File: config.mk
export PLATFORM = sky130hd
export DESIGN_NAME = mem_arbiter_flat
export DESIGN_NICKNAME = d
export VERILOG_FILES = /design/src/rtl/mem_arbiter_if.sv /design/src/rtl/mem_arbiter.sv /design/src/flat_wrapper.sv
export SDC_FILE = /design/constraint.sdc
export NUM_CORES = 1
export LEC_CHECK = 0
export ABC_AREA = 0
export CAP_MARGIN = 15
export CORE_AREA = 2 2 103 105
export CTS_CLUSTER_SIZE = 30
export DETAILED_ROUTE_END_ITERATION = 10
export DIE_AREA = 0 0 105 107
export PLACE_DENSITY_LB_ADDON = 0.12
export SYNTH_ARGS = -nofsm -noshare
export SYNTH_HDL_FRONTEND = slang
export SYNTH_SLANG_ARGS = --single-unit
File: constraint.sdc
create_clock -name CLK -period 2.1 [get_ports CLK]
set_input_delay 0.315 -clock CLK [delete_from_list [all_inputs] [get_ports CLK]]
set_output_delay 0.315 -clock CLK [all_outputs]
set_load 0.05 [all_outputs]
File: src/rtl/mem_arbiter_if.sv
// Bus bundle between the two caches, the arbiter and the shared RAM.
// slave: the arbiter's view. master: the environment (caches + RAM model).
interface mem_arbiter_if #(parameter int DATA_W = 32);
  logic              iREN;
  logic [DATA_W-1:0] iaddr;
  logic              iwait;
  logic [DATA_W-1:0] iload;
  logic              dREN;
  logic              dWEN;
  logic [DATA_W-1:0] daddr;
  logic [DATA_W-1:0] dstore;
  logic              dwait;
  logic [DATA_W-1:0] dload;
  logic              ramREN;
  logic              ramWEN;
  logic [DATA_W-1:0] ramaddr;
  logic [DATA_W-1:0] ramstore;
  logic [DATA_W-1:0] ramload;
  logic              ramrdy;

  modport slave (
    input  iREN, iaddr, dREN, dWEN, daddr, dstore, ramload, ramrdy,
    output iwait, iload, dwait, dload, ramREN, ramWEN, ramaddr, ramstore
  );

  modport master (
    output iREN, iaddr, dREN, dWEN, daddr, dstore, ramload, ramrdy,
    input  iwait, iload, dwait, dload, ramREN, ramWEN, ramaddr, ramstore
  );
endinterface

File: src/rtl/mem_arbiter.sv
// Icache/dcache arbiter for a single-ported RAM; data side has priority.
// Define MEM_ARBITER_STARVE_EN to force an instruction grant after STARVE_MAX data grants.
module mem_arbiter #(
  parameter int STARVE_MAX = 4
) (
  input  logic          CLK,
  input  logic          nRST,
  mem_arbiter_if.slave  bus
);

  typedef enum logic [1:0] {IDLE, IACC, DACC} state_t;

  state_t state;
  state_t next_state;
  logic   d_req;
  logic   force_i;

  assign d_req     = bus.dREN | bus.dWEN;
  assign bus.iload = bus.ramload;
  assign bus.dload = bus.ramload;

`ifdef MEM_ARBITER_STARVE_EN
  logic [3:0] starve_cnt;
  logic [3:0] starve_nxt;

  assign force_i = bus.iREN && (starve_cnt == 4'(STARVE_MAX));

  // Counts data grants taken while a fetch waits; a fetch grant or idle icache clears it.
  always_comb begin
    starve_nxt = starve_cnt;
    if (state == IDLE) begin
      if (!bus.iREN || next_state == IACC)
        starve_nxt = 4'd0;
      else if (next_state == DACC && starve_cnt != 4'(STARVE_MAX))
        starve_nxt = starve_cnt + 4'd1;
    end
  end

  always_ff @(posedge CLK or negedge nRST) begin
    if (!nRST) starve_cnt <= 4'd0;
    else       starve_cnt <= starve_nxt;
  end
`else
  assign force_i = 1'b0;
`endif

  always_ff @(posedge CLK or negedge nRST) begin
    if (!nRST) state <= IDLE;
    else       state <= next_state;
  end

  always_comb begin
    next_state   = state;
    bus.iwait    = 1'b1;
    bus.dwait    = 1'b1;
    bus.ramREN   = 1'b0;
    bus.ramWEN   = 1'b0;
    bus.ramaddr  = '0;
    bus.ramstore = '0;
    case (state)
      IDLE: begin
        if (d_req && !force_i) next_state = DACC;
        else if (bus.iREN)     next_state = IACC;
      end
      DACC: begin
        // A dropped request aborts: no strobes, and any ramrdy is ignored.
        if (d_req) begin
          bus.ramaddr  = bus.daddr;
          bus.ramstore = bus.dstore;
          bus.ramWEN   = bus.dWEN;
          bus.ramREN   = bus.dREN & ~bus.dWEN;
          if (bus.ramrdy) begin
            bus.dwait  = 1'b0;
            next_state = IDLE;
          end
        end else begin
          next_state = IDLE;
        end
      end
      IACC: begin
        if (bus.iREN) begin
          bus.ramaddr = bus.iaddr;
          bus.ramREN  = 1'b1;
          if (bus.ramrdy) begin
            bus.iwait  = 1'b0;
            next_state = IDLE;
          end
        end else begin
          next_state = IDLE;
        end
      end
      default: next_state = IDLE;
    endcase
  end

endmodule
File: src/flat_wrapper.sv
// flat-port wrapper written by rule: the top's interface ports become plain ports
module mem_arbiter_flat 
#(
  parameter int STARVE_MAX = 4
)
  (CLK, nRST, bus_iREN, bus_iaddr, bus_dREN, bus_dWEN, bus_daddr, bus_dstore, bus_ramload, bus_ramrdy, bus_iwait, bus_iload, bus_dwait, bus_dload, bus_ramREN, bus_ramWEN, bus_ramaddr, bus_ramstore);
  mem_arbiter_if bus_i ();
  input  logic CLK;
  input  logic nRST;
  input wire logic [$bits(bus_i.iREN)-1:0] bus_iREN;
  input wire logic [$bits(bus_i.iaddr)-1:0] bus_iaddr;
  input wire logic [$bits(bus_i.dREN)-1:0] bus_dREN;
  input wire logic [$bits(bus_i.dWEN)-1:0] bus_dWEN;
  input wire logic [$bits(bus_i.daddr)-1:0] bus_daddr;
  input wire logic [$bits(bus_i.dstore)-1:0] bus_dstore;
  input wire logic [$bits(bus_i.ramload)-1:0] bus_ramload;
  input wire logic [$bits(bus_i.ramrdy)-1:0] bus_ramrdy;
  output wire logic [$bits(bus_i.iwait)-1:0] bus_iwait;
  output wire logic [$bits(bus_i.iload)-1:0] bus_iload;
  output wire logic [$bits(bus_i.dwait)-1:0] bus_dwait;
  output wire logic [$bits(bus_i.dload)-1:0] bus_dload;
  output wire logic [$bits(bus_i.ramREN)-1:0] bus_ramREN;
  output wire logic [$bits(bus_i.ramWEN)-1:0] bus_ramWEN;
  output wire logic [$bits(bus_i.ramaddr)-1:0] bus_ramaddr;
  output wire logic [$bits(bus_i.ramstore)-1:0] bus_ramstore;
  assign bus_i.iREN = bus_iREN;
  assign bus_i.iaddr = bus_iaddr;
  assign bus_i.dREN = bus_dREN;
  assign bus_i.dWEN = bus_dWEN;
  assign bus_i.daddr = bus_daddr;
  assign bus_i.dstore = bus_dstore;
  assign bus_i.ramload = bus_ramload;
  assign bus_i.ramrdy = bus_ramrdy;
  assign bus_iwait = bus_i.iwait;
  assign bus_iload = bus_i.iload;
  assign bus_dwait = bus_i.dwait;
  assign bus_dload = bus_i.dload;
  assign bus_ramREN = bus_i.ramREN;
  assign bus_ramWEN = bus_i.ramWEN;
  assign bus_ramaddr = bus_i.ramaddr;
  assign bus_ramstore = bus_i.ramstore;
  mem_arbiter #(.STARVE_MAX(STARVE_MAX)) u_core (.CLK(CLK), .nRST(nRST), .bus(bus_i));
endmodule
==> flow_summary.json <==
{
  "hold_buffers": 0,
  "yosysWarnings": 0,
  "io_buffers": 169,
  "p_leak_nw": 1.42,
  "maxSlewViolCount": 0,
  "syn_to_final_growth_pct": 173,
  "grt_max_degree": 36,
  "rr_endpoint": "u_core.state[1]",
  "path_max_fanout": 17,
  "htreeDepth": 1,
  "grt_pass1_vias": 1755,
  "ys_seq_elements": 2,
  "largest_reg_flops": 2,
  "rows": 37,
  "die_w_microns": 105,
  "status": "completed",
  "dp_hpwl_microns": 5510,
  "nets": 447,
  "fin_setup_tns_ps": 0,
  "r2r_start": "u_core.state[0]",
  "post-route-min-period_ps": 2090,
  "rsz0062_at_grt": "yes",
  "cp-start-kind": "register",
  "power.density_nw_per_um2": 1030,
  "synth_area_leader_cell": "buf_4",
  "layout_common_cells": "clkdlybuf4s50_1 (101), buf_12 (68), and2_1 (33)",
  "start_util_pct": 13.9,
  "fmax_mhz": 478,
  "end_kind": "output port",
  "routed_via_density": 3.87,
  "crit_type": "reg2out",
  "multi_input_area_sq_um": 972,
  "place.gp.congestion": 0.689,
  "fin_cells": 443,
  "fin_skew_ps": 0.0996,
  "max-slew-margin-rel_pct": 85.6,
  "clk_latency_ps": 210,
  "utilization_pct": 37.8,
  "core_region_area_sq_um": 10100,
  "dp_cells": 433,
  "synth_area_leaders": "buf_4 (34%), a22oi_1 (17%), and2_1 (15%)",
  "insertedDiodeCount": 0,
  "cap_violations": 0,
  "cts_tree": "yes",
  "gr-usage-all-layers_pct": 11.2,
  "die_area_sq_um": 11200,
  "crit_arrival_ps": 1780,
  "r2r_slack_ps": 450,
  "grt_overflow_total": 0,
  "finalSetupViolations": 0,
  "yosysSeqAreaShare_pct": 3.58,
  "num_vias": 1716,
  "biggestRegsByFlops": "u_core.state: 2 flops",
  "drc": 0,
  "cp_data_required_time_ps": 1780,
  "fillCellCount": 1047,
  "synth_cell_types": 18,
  "ff_latch_area_sq_um": 51.3,
  "syn_area_per_cell_sq_um": 7.06,
  "reg2reg_depth": 6,
  "dp_slack_ps": 92.4,
  "numClockSinks": 2,
  "syn_nets": 336,
  "final-hold-violation-count": 0,
  "path_clk_slew_ps": 30,
  "hold_class": "in2async",
  "drt-initial-drc-count": 33,
  "cts_buffer_depth": 2,
  "antenna_found_initial": 0,
  "wirelength_microns": 7330,
  "synth_top_cell_area_share_pct": 34.3,
  "period_share_pct": 99.6,
  "worst_slew_pin_slew_ps": 216,
  "dieHeight_microns": 107,
  "synth_area_sq_um": 1400,
  "cts_buffers": 3,
  "grt_pass1_wl_microns": 9880,
  "drive_gt1_share_pct": 45.3,
  "drtAntennaViolNets": 0,
  "cts_root_buf": "clkbuf_8",
  "route.detailed.wl_per_inst_microns": 16.5,
  "layout_commonest_cell": "clkdlybuf4s50_1",
  "ios": 266,
  "setup_slack_ps": 9.12,
  "top_register": "u_core.state",
  "synthCells": 198,
  "dr.pass1.iters": 4,
  "peakVddDrop_v": 0.000400
}
-- critical path, cell delays in order (launching register included) --
cell,delay (ps)
dfrtp_1,390
buf_4,150
ha_1,190
and2_4,160
clkbuf_16,190
a22oi_1,240
nor2b_2,90
buf_12,150
-- worst max path at each step --
stage / startpoint / end / depth (start not counted)
after floorplan: u_core.state[0] / bus_ramaddr[1] / 4
after global placement: bus_iREN / bus_ramaddr[1] / 6
after detailed placement: bus_iREN / bus_ramaddr[1] / 6
after CTS: u_core.state[0] / bus_ramaddr[1] / 7
after global routing: u_core.state[0] / bus_ramaddr[27] / 7
final: u_core.state[0] / bus_ramaddr[27] / 7
-- synthesized netlist by cell type --
| library cell | number |
|---|---|
| a22o_1 | 1 |
| a22oi_1 | 32 |
| a32o_1 | 1 |
| and2_1 | 34 |
| buf_2 | 7 |
| buf_4 | 64 |
| buf_6 | 1 |
| clkbuf_1 | 6 |
| dfrtp_1 | 2 |
| ha_1 | 4 |
| inv_1 | 2 |
| mux2i_1 | 1 |
| nand2_1 | 3 |
| nor2_1 | 3 |
| nor2b_1 | 32 |
| o21a_1 | 3 |
| o21ai_0 | 1 |
| or4b_1 | 1 |
-- power by group --
part	internal, mW	switching, mW	leakage (nW)
combinational	1.84	1.88	1.37
sequential	0.0534	0.0203	0.0246
clock	0.121	0.0304	0.0216
total	2.02	1.93	1.42
-- per-stage QoR --
step,hold slack (ps),power (mW),cell area (sq um)
after floorplan,19.4,2.14,1470
after detailed placement,494,3.55,3540
after CTS,270,3.81,3620
after global placement,488,3.54,3540
after global routing,274,4.12,3820
final,272,3.95,3820
-- area by class of cell --
cell class,count,area share (%)
Sequential cell,2,1.34
Clock buffer,3,1.08
Multi-Input combinational cell,116,25.5
Inverter,2,0.197
Timing Repair Buffer,184,67.5
Tap cell,136,4.46
-- logic make-up (layout without fill, tap and decap cells) --
kind of cell,after synthesis,in the layout,share of synthesized area (%)
compound gates,38,38,20.5
simple gates,73,73,31.8
mux,1,1,0.716
flops,2,2,3.58
fa+ha+maj,4,4,3.58
buf+inv,80,189,39.8
-- metal layers --
layer | global-route usage (%) | share of wire (%) | vias up
li1 | - | - | 812
met1 | 11.5 | 36 | 763
met2 | 20.6 | 52 | 118
met3 | 3.53 | 9.6 | 23
met4 | 5.24 | 3.2 | 0
met5 | 0 | 0 | -
-- repair_timing --
item                       in CTS  in global routing
resized for setup               4                 24
buffers inserted                0                  3
pin swaps                       0                  1
setup endpoints to repair       4                 26
cloned                          1                  3
Note: power is estimated with default switching activity, not from simulation.
==> edit 1: new RTL, same settings <==
The 3 states of `state_t` get a one-hot encoding in 3 bits.
--- a/src/rtl/mem_arbiter.sv
+++ b/src/rtl/mem_arbiter.sv
@@ -10,3 +10,3 @@
 
-  typedef enum logic [1:0] {IDLE, IACC, DACC} state_t;
+  typedef enum logic [2:0] {IDLE = 3'b001, IACC = 3'b010, DACC = 3'b100} state_t;
 
Check against the original RTL: same outputs for any inputs over 10 cycles, from zero or initial values and one cycle with nRST low; not proved beyond that.
==> edit 1 against the unedited design <==
  * Fmax up 0.90%
  * Worst hold slack better by 5.5 ps
  * Design area decreased by 8.5%
  * Setup slack improved by 19 ps
  * Synthesized area down 8.3%
  * First-iteration DRC count grew 82%
  * Critical endpoint is now bus_ramstore[6]
  * Total power shrank 37%
  * Via count decreased by 8.2%
  * Routed wire length down 7.9%
  * Sequential cell count rose by 1
  * Register-to-register slack improved by 390 ps
==> edit 1: results (changes against the unedited design) <==
[status]
outcome = complete, no violations

[min_path]
hp-class = in2async

[route]
dr.pass1.iters = 3  ; -1
avgViaCountPerCell = 3.825  ; -1.2%
initialDrtViolationCount = 60  ; +82%
vias = 1576  ; -8.2%
wl_um = 6752  ; -7.9%

[setup_path]
cp_data_arrival_time_ps = 1760  ; -20 ps
r2r-start = u_core.state[0]
startpoint = bus_dREN
r2r_slack_ps = 840  ; +390 ps
crit_fanout = 11  ; -6
endpoint = bus_ramstore[6]
worstRegToRegCells = 3  ; -3

[placed_design]
dpl.cell_count = 401  ; -7.4%
gp_congestion = 0.6884  ; about the same
hpwl_um = 5250  ; -4.7%
numPortBuffers = 169  ; unchanged

[logic_synthesis]
synth.area.top_cells = buf_4, a22o_1, and2_1
synthDistinctLibCells = 22  ; +4
ys_seq_area_share_pct = 5.951  ; +2.4 points
synth_commonest_cells = buf_4, a22o_1, and2_1
synth_ff_type = dfrtp_1
avgSynthCellArea_um2 = 7.773  ; +10%
synth_nets = 299  ; -11%
async_flop_share_pct = 100.0  ; unchanged
yosysWarnings = 0  ; unchanged
synth_area_um2 = 1282  ; -8.3%

[finish]
nets = 411  ; -8.1%
num-fill-cells = 1029  ; -1.7%
layout-drive-gt1-share_pct = 34.42  ; -11 points
top_regs = u_core.state (3)
num_antenna_cells = 0  ; unchanged

[clocking]
htree_levels = 1  ; unchanged
clock_latency_ps = 210  ; about the same
cts.path.max_buffers = 2  ; unchanged
path_clk_slew_ps = 30  ; about the same

[timing]
max_slew.worst_pin.slew_ps = 355.6  ; +139.5 ps
skew_ps = 0.7421  ; +0.6425 ps

[global_routing]
grt_pass1_vias = 1516  ; -14%
grt_pass1_wl_um = 8832  ; -11%
grt_max_degree = 43  ; +19%
grt_use_total_pct = 10.11  ; -1.1 points

[power_and_ir_drop]
peakVddDrop_v = 0.0002153  ; -46%
p_leak_nw = 1.349  ; -5.0%

[edit 1: cell types whose count changed in the layout (fill, tap and decap cells not counted), moves of 3 or more]
| cell | before | now |
|---|---|---|
| a22o_1 | 1 | 30 |
| a22oi_1 | 16 | 0 |
| nor3_1 | 0 | 3 |
| a22oi_2 | 16 | 0 |
| ha_1 | 3 | 0 |
| nor2b_2 | 31 | 0 |
[edit 1: worst min-delay path by stage]
stage               startpoint               to  slack [ps]  depth (start not counted)
CTS                       nRST  u_core.state[2]         280                          1
global route              nRST  u_core.state[1]         280                          1
global placement          nRST  u_core.state[1]         510                          1
detailed placement        nRST  u_core.state[2]         510                          1
floorplan                 nRST  u_core.state[1]          20                          0
finish                    nRST  u_core.state[2]         280                          1
[edit 1: cell type report]
class	count	area, um^2	share of cell area (%)
Timing Repair Buffer	183	2532	72.52
Clock buffer	4	45.04	1.290
Multi-Input combinational cell	86	665.6	19.06
Sequential cell	3	78.83	2.257
Tap cell	136	170.2	4.873
[edit 1: worst max-delay path: stages]
cell and delay [ps]:
clkdlybuf4s50_1 500, nor2_2 60, nor3_4 210, buf_4 190, clkbuf_16 150, and2_1 180
buf_12 150
[edit 1: cell families after synthesis]
logic type             share of synthesized area [%]
buffers and inverters                          44.39
AOI/OAI and AO/OA                              22.63
and+or+nand+nor                                26.24
muxes                                         0.7805
DFF                                            5.952
[edit 1: power breakdown]
group | total [W] | leakage (nW) | internal (W) | switching (W)
registers | 0.000155 | 0.0339 | 0.0000891 | 0.0000661
clock network | 0.000168 | 0.0228 | 0.000129 | 0.0000383
logic | 0.00217 | 1.29 | 0.00110 | 0.00106
total | 0.00249 | 1.35 | 0.00132 | 0.00117
[edit 1: repair_timing]
| item | CTS | global route |
|---|---|---|
| endpoints found under the hold margin | 0 | 0 |
| gates resized for setup | 0 | 7 |
| endpoints found under the setup margin | 0 | 47 |
| buffers inserted | 0 | 4 |
[edit 1: layer usage]
layer	global-route usage [%]	vias to the layer above	wire length [um]
li1	-	729	-
met1	10.86	712	2372
met2	18.27	100	3563
met3	2.736	35	629
met4	4.952	0	186
met5	0	-	0
[edit 1: stage by stage]
| stage | setup slack [ps] | area [um^2] | utilization, % | hold WS [ps] |
|---|---|---|---|---|
| after floorplan | 64.37 | 1282 | - | 19.41 |
| after global placement | 25.37 | 3327 | 32.97 | 507.7 |
| after detailed placement | 21.05 | 3327 | 32.97 | 505.3 |
| after CTS | 7.513 | 3372 | 33.41 | 278.4 |
| after global routing | -37.72 | 3492 | 34.60 | 283.3 |
| final | 27.83 | 3492 | 34.60 | 277.2 |
==> edit 2: new RTL, same settings <==
Without the edit above. The parameter `DATA_W` of `mem_arbiter_if` goes from 32 to 28.
--- a/src/rtl/mem_arbiter_if.sv
+++ b/src/rtl/mem_arbiter_if.sv
@@ -2,3 +2,3 @@
 // slave: the arbiter's view. master: the environment (caches + RAM model).
-interface mem_arbiter_if #(parameter int DATA_W = 32);
+interface mem_arbiter_if #(parameter int DATA_W = 28);
   logic              iREN;
Ports: changed (8 resized); port bits go from 266 to 234. No check against the original RTL was run, so the function may have changed too.
==> edit 2 against the unedited design <==
  * Design area down 14%
  * Setup slack better by 86 ps
  * Cell count down 8.6%
  * Largest power group unchanged
  * Total power down 15%
  * Critical path type unchanged
  * Sequential cell count unchanged
  * Synthesized area down 10%
  * Clock skew up 2.8 ps
  * Global-route usage down 2.8 points
  * Routed wire length down 30%
  * Critical endpoint is now bus_ramaddr[10]
==> edit 2: results (changes against the unedited design) <==
[global_routing]
grt_use_total_pct = 8.333  ; -2.8 points
grt_max_degree = 33  ; -8.3%
grt_pass1_wl_um = 7659  ; -22%
antenna_found_initial = 0  ; unchanged

[placed_design]
numPortBuffers = 149  ; -12%
dpl.cell_count = 400  ; -7.6%
hpwl_um = 4358  ; -21%
gp_congestion = 0.6467  ; -6.1%
dp_slack_ps = 90.49  ; -1.920 ps

[timing]
setup_viol = 0  ; unchanged
max_slew.worst_pin.slew_ps = 204.5  ; -11.63 ps
skew_ps = 2.937  ; +2.837 ps
setup_ws_ps = 94.86  ; +85.74 ps

[setup_path]
startpoint = u_core.state[0]
endpoint = bus_ramaddr[10]
r2r_slack_ps = 560  ; +110 ps
worstRegToRegCells = 6  ; unchanged
crit_slowest_cell = dfrtp_2
r2r-start = u_core.state[1]
critPathMaxStageDelay_ps = 430  ; +40 ps

[clocking]
path_clk_slew_ps = 30  ; about the same
clock_latency_ps = 210  ; about the same

[power_and_ir_drop]
peakVddDrop_v = 0.0003149  ; -21%
p_leak_nw = 1.225  ; -14%

[logic_synthesis]
ys_seq_area_share_pct = 3.992  ; +0.41 points
synth_commonest_cells = buf_4, and2_1, a22oi_1, nor2b_1
synthDistinctLibCells = 18  ; unchanged
avgSynthCellArea_um2 = 7.083  ; +0.26%
synth_nets = 299  ; -11%
synth.area.top_cells = buf_4, a22oi_1, and2_1
async_flop_share_pct = 100.0  ; unchanged

[route]
avgViaCountPerCell = 3.672  ; -5.2%
dr.pass1.iters = 4  ; unchanged
wl_met2_um = 2657  ; -30%
initialDrtViolationCount = 67  ; +100%
top_layer = met4
wl_per_cell_um = 12.75  ; -23%
routedLengthMet1_um = 1836  ; -29%
routed-wl-met3_um = 621  ; -11%
vias = 1487  ; -13%

[finish]
num-fill-cells = 1075  ; +2.7%
top_regs = u_core.state (2)
layout-drive-gt1-share_pct = 39.78  ; -5.5 points
nets = 393  ; -12%

[status]
outcome = complete, no violations

[min_path]
hp-class = in2async

[edit 2: layer usage]
layer | track usage (%) | vias up
met5 | 0 | -
met1 | 9.018 | 661
li1 | - | 713
met3 | 3.587 | 12
met4 | 1.619 | 0
met2 | 15.17 | 101
[edit 2: stage by stage]
step	area [um^2]	power (W)
floorplan	1324	0.001906
global placement	3168	0.003148
detailed placement	3168	0.003147
CTS	3216	0.003319
global route	3277	0.003519
finish	3277	0.003357
[edit 2: report_power, final]
part / internal (W) / switching (W) / leakage [nW]
Clock: 0.000121 / 0.0000299 / 0.0216
Sequential: 0.0000520 / 0.0000182 / 0.0241
Combinational: 0.00157 / 0.00157 / 1.18
Total: 0.00174 / 0.00161 / 1.22
[edit 2: critical path, delay by kind of cell, from the launching register on]
| family | cells | cell delay (ps) |
|---|---|---|
| and+or+nand+nor | 1 | 170 |
| AOI/OAI and AO/OA | 2 | 270 |
| buffers and inverters | 3 | 390 |
| adders and majority gates | 1 | 200 |
| DFF | 1 | 430 |
[edit 2: timing repair]
| item | in CTS | in global routing |
|---|---|---|
| resized for setup | 1 | 6 |
| gates cloned | 0 | 1 |
| setup endpoints to repair | 12 | 25 |
| buffers inserted | 0 | 1 |
[edit 2: final cells by class]
class	count	area [um^2]	area share (%)
clock buffer	3	41.29	1.260
sequential	2	51.30	1.565
tap	136	170.2	5.193
multi-input combinational	104	804.5	24.55
inverter	2	7.507	0.2291
timing repair buffer	158	2202	67.20
[edit 2: cell families after synthesis]
logic type,after synthesis,share of synthesized area (%)
AO/OA/AOI/OAI,34,20.46
adder cells (fa/ha/maj),4,3.992
buffers and inverters,71,39.22
flip-flops,2,3.992
multiplexers,1,0.7984
AND/OR/NAND/NOR,65,31.54
[edit 2: worst min path at each step]
stage	slack (ps)	startpoint	depth (start not counted)	end
global route	270	nRST	1	u_core.state[0]
global placement	490	nRST	1	u_core.state[0]
detailed placement	490	nRST	1	u_core.state[0]
CTS	270	nRST	1	u_core.state[0]
finish	280	nRST	1	u_core.state[0]
floorplan	20	nRST	0	u_core.state[0]
